--- config.mk ---
export PLATFORM = sky130hd
export DESIGN_NAME = fsqrt_issue_ctrl
export DESIGN_NICKNAME = d
export VERILOG_FILES = /design/src/rtl/fsqrt_issue_ctrl.sv
export SDC_FILE = /design/constraint.sdc
export NUM_CORES = 1
export LEC_CHECK = 0
export CAP_MARGIN = 30
export CELL_PAD_IN_SITES_DETAIL_PLACEMENT = 0
export CELL_PAD_IN_SITES_GLOBAL_PLACEMENT = 1
export CORE_MARGIN = 2
export CORE_UTILIZATION = 40
export DETAILED_ROUTE_END_ITERATION = 16
export PLACE_DENSITY = 0.82
export SKIP_LAST_GASP = 1
export SYNTH_ARGS = -nofsm -noshare
export SYNTH_HDL_FRONTEND = slang
export SYNTH_SLANG_ARGS = --single-unit
--- constraint.sdc ---
create_clock -name clk -period 3.6 [get_ports clk]
set_input_delay 0.36 -clock clk [delete_from_list [all_inputs] [get_ports clk]]
set_output_delay 0.36 -clock clk [all_outputs]
set_load 0.05 [all_outputs]
--- src/rtl/fsqrt_issue_ctrl.sv ---
// ---------------------------------------------------------------------------
// fsqrt_issue_ctrl
//
// Issue/retire controller that sits upstream of the iterative Newton
// square-root core (fsqrt_newton). Requests are queued in a small FIFO,
// issued one at a time to the core with operand/rounding mode held stable
// while core_fsqrt is high, and retired when the core drops core_stall.
// A watchdog turns a hung operation into an error response (quiet NaN).
//
// Ports:
//   clk, clrn              clock (rising edge), async active-low reset
//   req_valid/ready        request handshake
//   req_d, req_rm, req_tag operand, rounding mode, tag of the request
//   core_d, core_rm        operand / rounding mode to the core (registered)
//   core_fsqrt             start/hold line to the core (high only in RUN)
//   core_stall, core_s     core stall (low = result ready) and result
//   rsp_valid/ready        response handshake
//   rsp_s, rsp_tag         retired result and its tag
//   rsp_err                response produced by the watchdog
//   occupancy              FIFO entry count
//   ops_done               retired-operation counter (wraps)
//
// state | meaning
// ------+---------------------------------------------------------------
// IDLE  | nothing in flight, waiting for a queued request
// RUN   | core_fsqrt high, operand held, waiting for core_stall low
// DONE  | core_fsqrt low (core re-arms), response held until accepted
// ---------------------------------------------------------------------------
module fsqrt_issue_ctrl #(
    parameter int DEPTH   = 2,
    parameter int TAG_W   = 4,
    parameter int TIMEOUT = 63
) (
    input  logic                       clk,
    input  logic                       clrn,
    input  logic                       req_valid,
    output logic                       req_ready,
    input  logic [31:0]                req_d,
    input  logic [1:0]                 req_rm,
    input  logic [TAG_W-1:0]           req_tag,
    output logic [31:0]                core_d,
    output logic [1:0]                 core_rm,
    output logic                       core_fsqrt,
    input  logic                       core_stall,
    input  logic [31:0]                core_s,
    output logic                       rsp_valid,
    input  logic                       rsp_ready,
    output logic [31:0]                rsp_s,
    output logic [TAG_W-1:0]           rsp_tag,
    output logic                       rsp_err,
    output logic [$clog2(DEPTH):0]     occupancy,
    output logic [15:0]                ops_done
);

    localparam int PTR_W = $clog2(DEPTH);
    localparam int CNT_W = PTR_W + 1;
    localparam int TO_W  = $clog2(TIMEOUT + 1);

    localparam logic [CNT_W-1:0] FULL    = CNT_W'(DEPTH);
    localparam logic [TO_W-1:0]  TO_LAST = TO_W'(TIMEOUT);
    localparam logic [31:0]      QNAN    = 32'h7FC0_0000;

    typedef enum logic [1:0] {
        IDLE = 2'd0,
        RUN  = 2'd1,
        DONE = 2'd2
    } state_t;

    state_t state, state_nxt;

    logic [31:0]      fifo_d   [DEPTH];
    logic [1:0]       fifo_rm  [DEPTH];
    logic [TAG_W-1:0] fifo_tag [DEPTH];
    logic [PTR_W-1:0] wr_ptr;
    logic [PTR_W-1:0] rd_ptr;

    logic [TO_W-1:0]  run_cnt;
    logic [TAG_W-1:0] cur_tag;

    logic push;
    logic pop;
    logic retire_ok;
    logic retire_wd;
    logic accept;

    // Full is judged on the registered count only: a pop in the same cycle
    // does not open a slot until the next cycle.
    always_comb begin
        req_ready = (occupancy != FULL);
        push      = req_valid && req_ready;
    end

    always_comb begin
        state_nxt  = state;
        pop        = 1'b0;
        retire_ok  = 1'b0;
        retire_wd  = 1'b0;
        accept     = 1'b0;
        core_fsqrt = 1'b0;
        case (state)
            IDLE: begin
                if (occupancy != '0) begin
                    pop       = 1'b1;
                    state_nxt = RUN;
                end
            end
            RUN: begin
                core_fsqrt = 1'b1;
                // The core's stall output is not yet valid in the first
                // RUN cycle, so a low stall there is ignored.
                if ((run_cnt != '0) && !core_stall) begin
                    retire_ok = 1'b1;
                    state_nxt = DONE;
                end else if (run_cnt == TO_LAST) begin
                    retire_wd = 1'b1;
                    state_nxt = DONE;
                end
            end
            DONE: begin
                if (rsp_ready) begin
                    accept = 1'b1;
                    if (occupancy != '0) begin
                        pop       = 1'b1;
                        state_nxt = RUN;
                    end else begin
                        state_nxt = IDLE;
                    end
                end
            end
            default: state_nxt = IDLE;
        endcase
    end

    always_ff @(posedge clk or negedge clrn) begin
        if (!clrn) begin
            state <= IDLE;
        end else begin
            state <= state_nxt;
        end
    end

    // FIFO storage needs no reset; the pointers and count define validity.
    always_ff @(posedge clk) begin
        if (push) begin
            fifo_d[wr_ptr]   <= req_d;
            fifo_rm[wr_ptr]  <= req_rm;
            fifo_tag[wr_ptr] <= req_tag;
        end
    end

    always_ff @(posedge clk or negedge clrn) begin
        if (!clrn) begin
            wr_ptr    <= '0;
            rd_ptr    <= '0;
            occupancy <= '0;
        end else begin
            if (push) begin
                wr_ptr <= wr_ptr + PTR_W'(1);
            end
            if (pop) begin
                rd_ptr <= rd_ptr + PTR_W'(1);
            end
            case ({push, pop})
                2'b10:   occupancy <= occupancy + CNT_W'(1);
                2'b01:   occupancy <= occupancy - CNT_W'(1);
                default: occupancy <= occupancy;
            endcase
        end
    end

    // Operand/rounding mode only change on a pop, so they are stable for the
    // whole RUN period.
    always_ff @(posedge clk or negedge clrn) begin
        if (!clrn) begin
            core_d  <= '0;
            core_rm <= '0;
            cur_tag <= '0;
        end else if (pop) begin
            core_d  <= fifo_d[rd_ptr];
            core_rm <= fifo_rm[rd_ptr];
            cur_tag <= fifo_tag[rd_ptr];
        end
    end

    // Cleared outside RUN so it reads 0 in the first cycle of every RUN.
    always_ff @(posedge clk or negedge clrn) begin
        if (!clrn) begin
            run_cnt <= '0;
        end else if (state != RUN) begin
            run_cnt <= '0;
        end else if (run_cnt != TO_LAST) begin
            run_cnt <= run_cnt + TO_W'(1);
        end
    end

    always_ff @(posedge clk or negedge clrn) begin
        if (!clrn) begin
            rsp_valid <= 1'b0;
            rsp_s     <= '0;
            rsp_tag   <= '0;
            rsp_err   <= 1'b0;
            ops_done  <= '0;
        end else begin
            if (retire_ok || retire_wd) begin
                rsp_valid <= 1'b1;
                rsp_s     <= retire_ok ? core_s : QNAN;
                rsp_tag   <= cur_tag;
                rsp_err   <= retire_wd;
                ops_done  <= ops_done + 16'd1;
            end else if (accept) begin
                rsp_valid <= 1'b0;
            end
        end
    end

endmodule
==> run metrics, run 1 <==
first-pass GRT wire length 22,040 um; headroom to the max-slew limit around 37%; Synth Area in Compound Gates 8.868%; CTS buffer count 17; Final setup viols 0; actual slew at the worst max-slew pin 0.9383 ns; ant diodes 0; pin count of the biggest net entering global routing between 60 and 70; IO Port Bufs between 150 and 200; Root Buffer clkbuf_16; CTS sink cnt 180; hold_buf cts 0; DR vias/cell 4.900; XOR/XNOR Fraction of Synth Area about 2.7%; Adder-Cell Fraction of Synth Area less than 1%; DRT Pass-1 Iters 4; CTS H-tree depth 4; Setup Buffers After CTS 0; Final period util between 60% and 70%; Synth Instances 449; Yosys cell types 38; maximum clock insertion buffer count 2; RSZ-0062 raised after global routing false; detailed-route DRC error count 0; Final #Nets roughly 700; Post-DRT Antenna Nets 0; Critical Path Slowest Stage Cell clkdlybuf4s50_1; Fin Hold WS 0.01410 ns; Initial Util between 40% and 50%; Net Count, Synth 528; wire length per cell between 15 and 20 um; routability cong. approximately 0.75; M1 GR Usage 20.65%; maxcap violations 0; met3 GRT Util under 10%; initial antenna violation count 0; Die H ~130 um; CP Capture Type output pin; # rows 47; die area about 0.018 sq mm; GRT Util Overall 15.87%; vias in the first global route 4,353; die width approximately 130 um; Syn-to-layout area delta 37.07%; status finished, final reports clean; post-synthesis sequential area ratio a little over 70%; met2 Use GR 25.58%; critical-path cell list nand2b_2 -> inv_2 -> clkdlybuf4s50_1; Post-CTS Resized 0; setup tns final 0 ns; placed cell count 820; Top Usage Layer GRT met2; CTS tree built; FF+latch count, synth 180; drt initial violations approximately 180; Hold Path Class in2async; insertion delay to the later sink of the worst-skew pair roughly 0.42 ns; Worst-path clk slew roughly 0.070 ns; worst vdd rail ir drop 0.0006121 V; number of placed I/O pins around 170; via count around 4,200; Pwr per Cell Area roughly 1000 mW/mm^2; post-route minimum period about 2.5 ns; critical path peak fanout 7; yosys warns 0; Post-Route WL ~14,000 um; Req. time, crit path around 3.2 ns; CP Launch Type register; Final Non-Filler Cells 852; Synth Area in Simple Gates under 10%; gr ovfl total 0; core footprint 0.01652 sq mm; CP peak stage delay between 0.8 and 0.9 ns; f_max between 400 and 500 MHz; post-detail-place hpwl roughly 9100 um; multiplexer area fraction after synthesis 6.656%; Fin. Hold Viols 0; share of layout cells above drive strength 1 a little under a tenth; Leakage 0.003645 uW; Max Slew Vio Count 0; mean area per synthesized cell 14.99 sq um; Data arrival, critical path 2.13 ns; largest family of logic cells by synthesized area compound AO/OA/AOI/OAI gates; Syn Std Cell Area 0.006730 sq mm; critical path class reg2out; Post-Route Skew between 0.008 and 0.009 ns
-- through the flow --
step / cell area [sq um] / setup slack [ns] / total power [uW] / util (%)
2_1_floorplan: 6730 / 0.1240 / 6064 / -
3_3_place_gp: 8635 / 1.333 / 7337 / 52.25
3_5_place_dp: 8635 / 1.240 / 7444 / 52.25
4_1_cts: 9225 / 1.085 / 9318 / 55.83
5_1_grt: 9225 / 1.014 / 9658 / 55.83
6_report: 9225 / 1.113 / 9219 / 55.83
-- registers in the layout, indices dropped and copies added, names as in the netlist --
name,cells
fifo_d,64
core_d,32
rsp_s,32
ops_done,16
fifo_tag,8
run_cnt,6
cur_tag,4
fifo_rm,4
rsp_tag,4
core_rm,2
occupancy,2
state,2
rd_ptr,1
rsp_err,1
rsp_valid,1
wr_ptr,1
-- synthesized netlist by cell type, drive strengths merged --
| cell type | number | area [sq um] |
|---|---|---|
| clkbuf | 10 | 37.54 |
| and3 | 8 | 50.05 |
| o21bai | 1 | 7.510 |
| nor3b | 2 | 15.01 |
| nor3 | 4 | 30.03 |
| mux2 | 5 | 67.56 |
| nand2 | 5 | 23.77 |
| xor2 | 4 | 35.03 |
| mux2i | 38 | 380.4 |
| nand3 | 17 | 90.09 |
| nand2b | 4 | 27.53 |
| ha | 4 | 50.05 |
| nand4 | 2 | 18.77 |
| a22o | 23 | 201.4 |
| a21oi | 41 | 216.5 |
| o22a | 9 | 78.83 |
| dfrtp | 104 | 2603 |
| a211oi | 1 | 12.51 |
| a31oi | 4 | 25.02 |
| and2 | 1 | 6.260 |
| or2 | 1 | 8.760 |
| edfxtp | 76 | 2282 |
| o21ai | 5 | 28.78 |
| buf | 11 | 67.56 |
| xnor2 | 17 | 148.9 |
| o311ai | 1 | 26.28 |
| inv | 6 | 22.52 |
| nor2 | 45 | 168.9 |
-- cells by family (layout without fill, tap and decap cells) --
logic type,Yosys count,after routing
compound gates,85,85
buf+inv,27,210
fa+ha+maj,4,4
xor+xnor,21,21
flops,180,180
mux,43,43
simple gates,89,89
-- worst max-delay path: cells and delay by family (launching register included) --
| family | cells | cell delay (ns) |
|---|---|---|
| flip-flops | 1 | 0.42 |
| AND/OR/NAND/NOR | 1 | 0.27 |
| buffers and inverters | 2 | 1.01 |
-- cells in the final DEF, fill, tap and decap left out, types with 4 or more instances in the layout --
master | Yosys | layout
o21ai_0 | 4 | 4
clkdlybuf4s50_1 | 0 | 165
and3_1 | 8 | 7
xor2_1 | 4 | 4
inv_1 | 5 | 5
buf_4 | 0 | 6
nand3_1 | 16 | 16
a21oi_1 | 40 | 40
nor2_1 | 45 | 44
clkbuf_16 | 0 | 17
a31oi_1 | 4 | 4
o22a_1 | 9 | 9
mux2i_1 | 38 | 38
a22o_1 | 23 | 23
dfrtp_1 | 104 | 103
edfxtp_1 | 76 | 76
xnor2_1 | 17 | 17
ha_1 | 4 | 4
-- where the power goes --
part	total, uW	internal [uW]	switching (uW)
Sequential	3330	2880	451
Clock	1850	1090	758
Combinational	4040	1430	2610
Total	9220	5400	3820
-- routing by layer --
layer  vias to the layer above  wire length (um)
met5                         -                 0
met4                         0               279
met3                        21               846
met2                       151              6494
met1                      2033              6036
li1                       1970                 -
-- final timing paths --
path,depth (start not counted),slack [ns],from,end
min reg2reg,1,0.49,rsp_s[27]$_DFFE_PN0P_,rsp_s[27]$_DFFE_PN0P_
min in group clk,1,0.49,rsp_s[27]$_DFFE_PN0P_,rsp_s[27]$_DFFE_PN0P_
max in group asynchronous,2,2.83,clrn,rd_ptr$_DFFE_PN0P_
max reg2reg,6,1.26,run_cnt[0]$_DFFE_PN0P_,rsp_tag[0]$_DFFE_PN0P_
max,3,1.11,state[1]$_DFFE_PN0P_,core_fsqrt
min,1,0.01,clrn,core_d[21]$_DFFE_PN0P_
-- final cells by class --
type                            count  area [sq um]
Fill cell                        1329          7300
Sequential cell                   180          4886
Multi-Input combinational cell    242          1734
Timing Repair Buffer              172          1717
Clock buffer                       20         436.7
Tap cell                          220         275.3
Clock inverter                     12         153.9
Inverter                            6         22.52
No activity file was read; power rests on OpenSTA's default activity.
==> run 2, diff against run 1 <==
- clock period: 3.6 -> 2.5 ns (I/O delays scaled with it)
==> run 2 against run 1 <==
  * Global-route usage rose by 0.61 points
  * Via count up 0.67%
  * Core utilization is 0.75 points higher
  * Die area is the same
  * Critical path depth unchanged
  * Clock skew is 0.0032 ns higher
  * Hold slack gained 0.21 ns
  * Cell count grew 0.82%
  * Largest cell class unchanged
  * Highest routed layer unchanged
==> run metrics, run 2 (same netlist as run 1, synthesis figures left out) <==
Post-DRT Antenna Nets 0; Final setup viols 0; critical path peak fanout 7; Critical Path Slowest Stage Cell clkdlybuf4s50_1; CP peak stage delay about 0.83 ns; most frequent cells in the layout 165 x clkdlybuf4s50_1, 103 x dfrtp_1, 76 x edfxtp_1; Data arrival, critical path 2.11 ns; critical path class reg2out; GRT Util Overall 16.49%; Root Buffer clkbuf_16; Syn-to-layout area delta 38.91%; Switching Share approximately two fifths; setup tns final 0 ns; detailed-route DRC error count 0; share of layout cells above drive strength 1 10.03%; Top delay family on crit path buffers and inverters; Final Non-Filler Cells 859; Int Pwr a little over 8000 uW; f_max about 420 MHz; Req. time, crit path ~2.3 ns; commonest non-fill, non-tap cell in the layout clkdlybuf4s50_1; Fin. Hold Viols 0; M1 GR Usage roughly a fifth; post-route minimum period roughly 2.4 ns; Pwr per Cell Area about 1500 mW/mm^2; vias in the first global route 4,503; status finished, final reports clean; Worst Path Buf+Inv 2; gr ovfl total 0; drt initial violations approximately 170; Die H 133.7 um; Post-Place Setup Slack around 0.22 ns; die width roughly 130 um; # rows 47; Hold Path Class in2async; via count between 4,000 and 5,000; Final period util between 90% and 100%; Clk network pwr share between 20% and 30%; Top Usage Layer GRT met2; wire length per cell 16.44 um; Max Slew Vio Count 0; first-pass GRT wire length 22,850 um; core footprint ~0.017 sq mm; worst vdd rail ir drop roughly 0.0009 V; setup slack, reg-to-reg about 0.21 ns; actual slew at the worst max-slew pin about 0.62 ns; placed cell count roughly 830; IO Port Bufs 166; Initial Util 40.73%; Top Registers fifo_d (64), core_d (32), rsp_s (32); CTS sink cnt between 150 and 200; Reg power frac between 30% and 40%; CTS tree built; pin count of the biggest net entering global routing 57; RSZ-0062 raised after global routing false; max reg flops between 60 and 70; post-detail-place hpwl ~9600 um; routability cong. about 0.78; headroom to the max-slew limit between 50 and 60%; Sw Pwr roughly 5500 uW; Biggest register fifo_d; met2 Use GR 27.15%; number of placed I/O pins roughly 170; Post-CTS Resized 0; Final #Nets approximately 700; DRT Pass-1 Iters 6; Post-Route WL ~14,000 um; CTS H-tree depth 4; initial antenna violation count 0; maximum clock insertion buffer count 2; Leakage between 0.003 and 0.004 uW; CP Capture Type output pin; CTS buffer count 17; Post-Route Skew 0.01134 ns; insertion delay to the later sink of the worst-skew pair between 0.4 and 0.5 ns; met3 GRT Util slightly below 6%; final setup margin 0.1424 ns; Comb pwr share between 40% and 50%; critical-path cell list nand2b_2 -> inv_2 -> clkdlybuf4s50_1; Worst-path clk slew roughly 0.060 ns; maxcap violations 0; DR vias/cell about 5; die area between 0.015 and 0.02 sq mm; CP Launch Type register
-- run 2: cell types whose count changed in the layout (fill, tap and decap cells not counted) --
cell / previous run / this run
clkinvlp_4: 3 / 2
clkbuf_1: 3 / 1
buf_4: 6 / 10
dlygate4sd3_1: 0 / 1
diode_2: 0 / 1
bufinv_16: 3 / 5
inv_6: 2 / 5
buf_12: 1 / 2
clkinv_2: 3 / 1
-- run 2: metrics by stage --
step	instance area, sq um	total power, uW	util, %	hold WS [ns]
after floorplan	6739	8732	-	-0.04559
after global placement	8685	10640	52.56	0.1153
after detailed placement	8685	10780	52.56	0.1171
after CTS	9346	13760	56.56	0.2102
after global routing	9346	14280	56.56	0.2254
final	9349	13580	56.58	0.2275
-- run 2: power by group through the flow --
stage / Clock, uW / Sequential (uW) / Combinational, uW
2_1_floorplan: 0 / 6740 / 2000
3_3_place_gp: 0 / 4700 / 5940
3_5_place_dp: 0 / 4730 / 6050
4_1_cts: 2990 / 4690 / 6070
5_1_grt: 3120 / 4800 / 6360
6_report: 2910 / 4680 / 5980
-- run 2: layout make-up --
| class | count | area, sq um |
|---|---|---|
| fill | 1304 | 7176 |
| sequential | 180 | 4886 |
| timing repair buffer | 178 | 1777 |
| multi-input combinational | 242 | 1734 |
| clock buffer | 18 | 429.2 |
| tap | 220 | 275.3 |
| clock inverter | 14 | 222.7 |
| inverter | 6 | 22.52 |
| antenna | 1 | 2.502 |
-- run 2: routing by layer --
metal | wire length, um | vias up
met2 | 6867 | 141
met1 | 6135 | 2067
met3 | 1008 | 9
li1 | - | 1986
met4 | 108 | 0
met5 | 0 | -
-- run 2: what timing repair did --
action,4_1_cts,5_1_grt
hold buffers,1,0
buffers inserted,0,0
endpoints found under the hold margin,50,0
endpoints found under the setup margin,0,0
-- run 2: path summary, 6_finish.rpt --
kind | start | to | cells past startpoint
max in group asynchronous | clrn | rd_ptr$_DFFE_PN0P_ | 3
worst max register to register | run_cnt[5]$_DFFE_PN0P_ | rsp_tag[1]$_DFFE_PN0P_ | 4
min in group clk | req_d[22] | fifo_d[0][22]$_DFFE_PP_ | 1
worst min-delay path | clrn | core_d[22]$_DFFE_PN0P_ | 2
worst min register to register | ops_done[15]$_DFFE_PN0P_ | ops_done[15]$_DFFE_PN0P_ | 1
worst max-delay path | state[1]$_DFFE_PN0P_ | core_fsqrt | 3
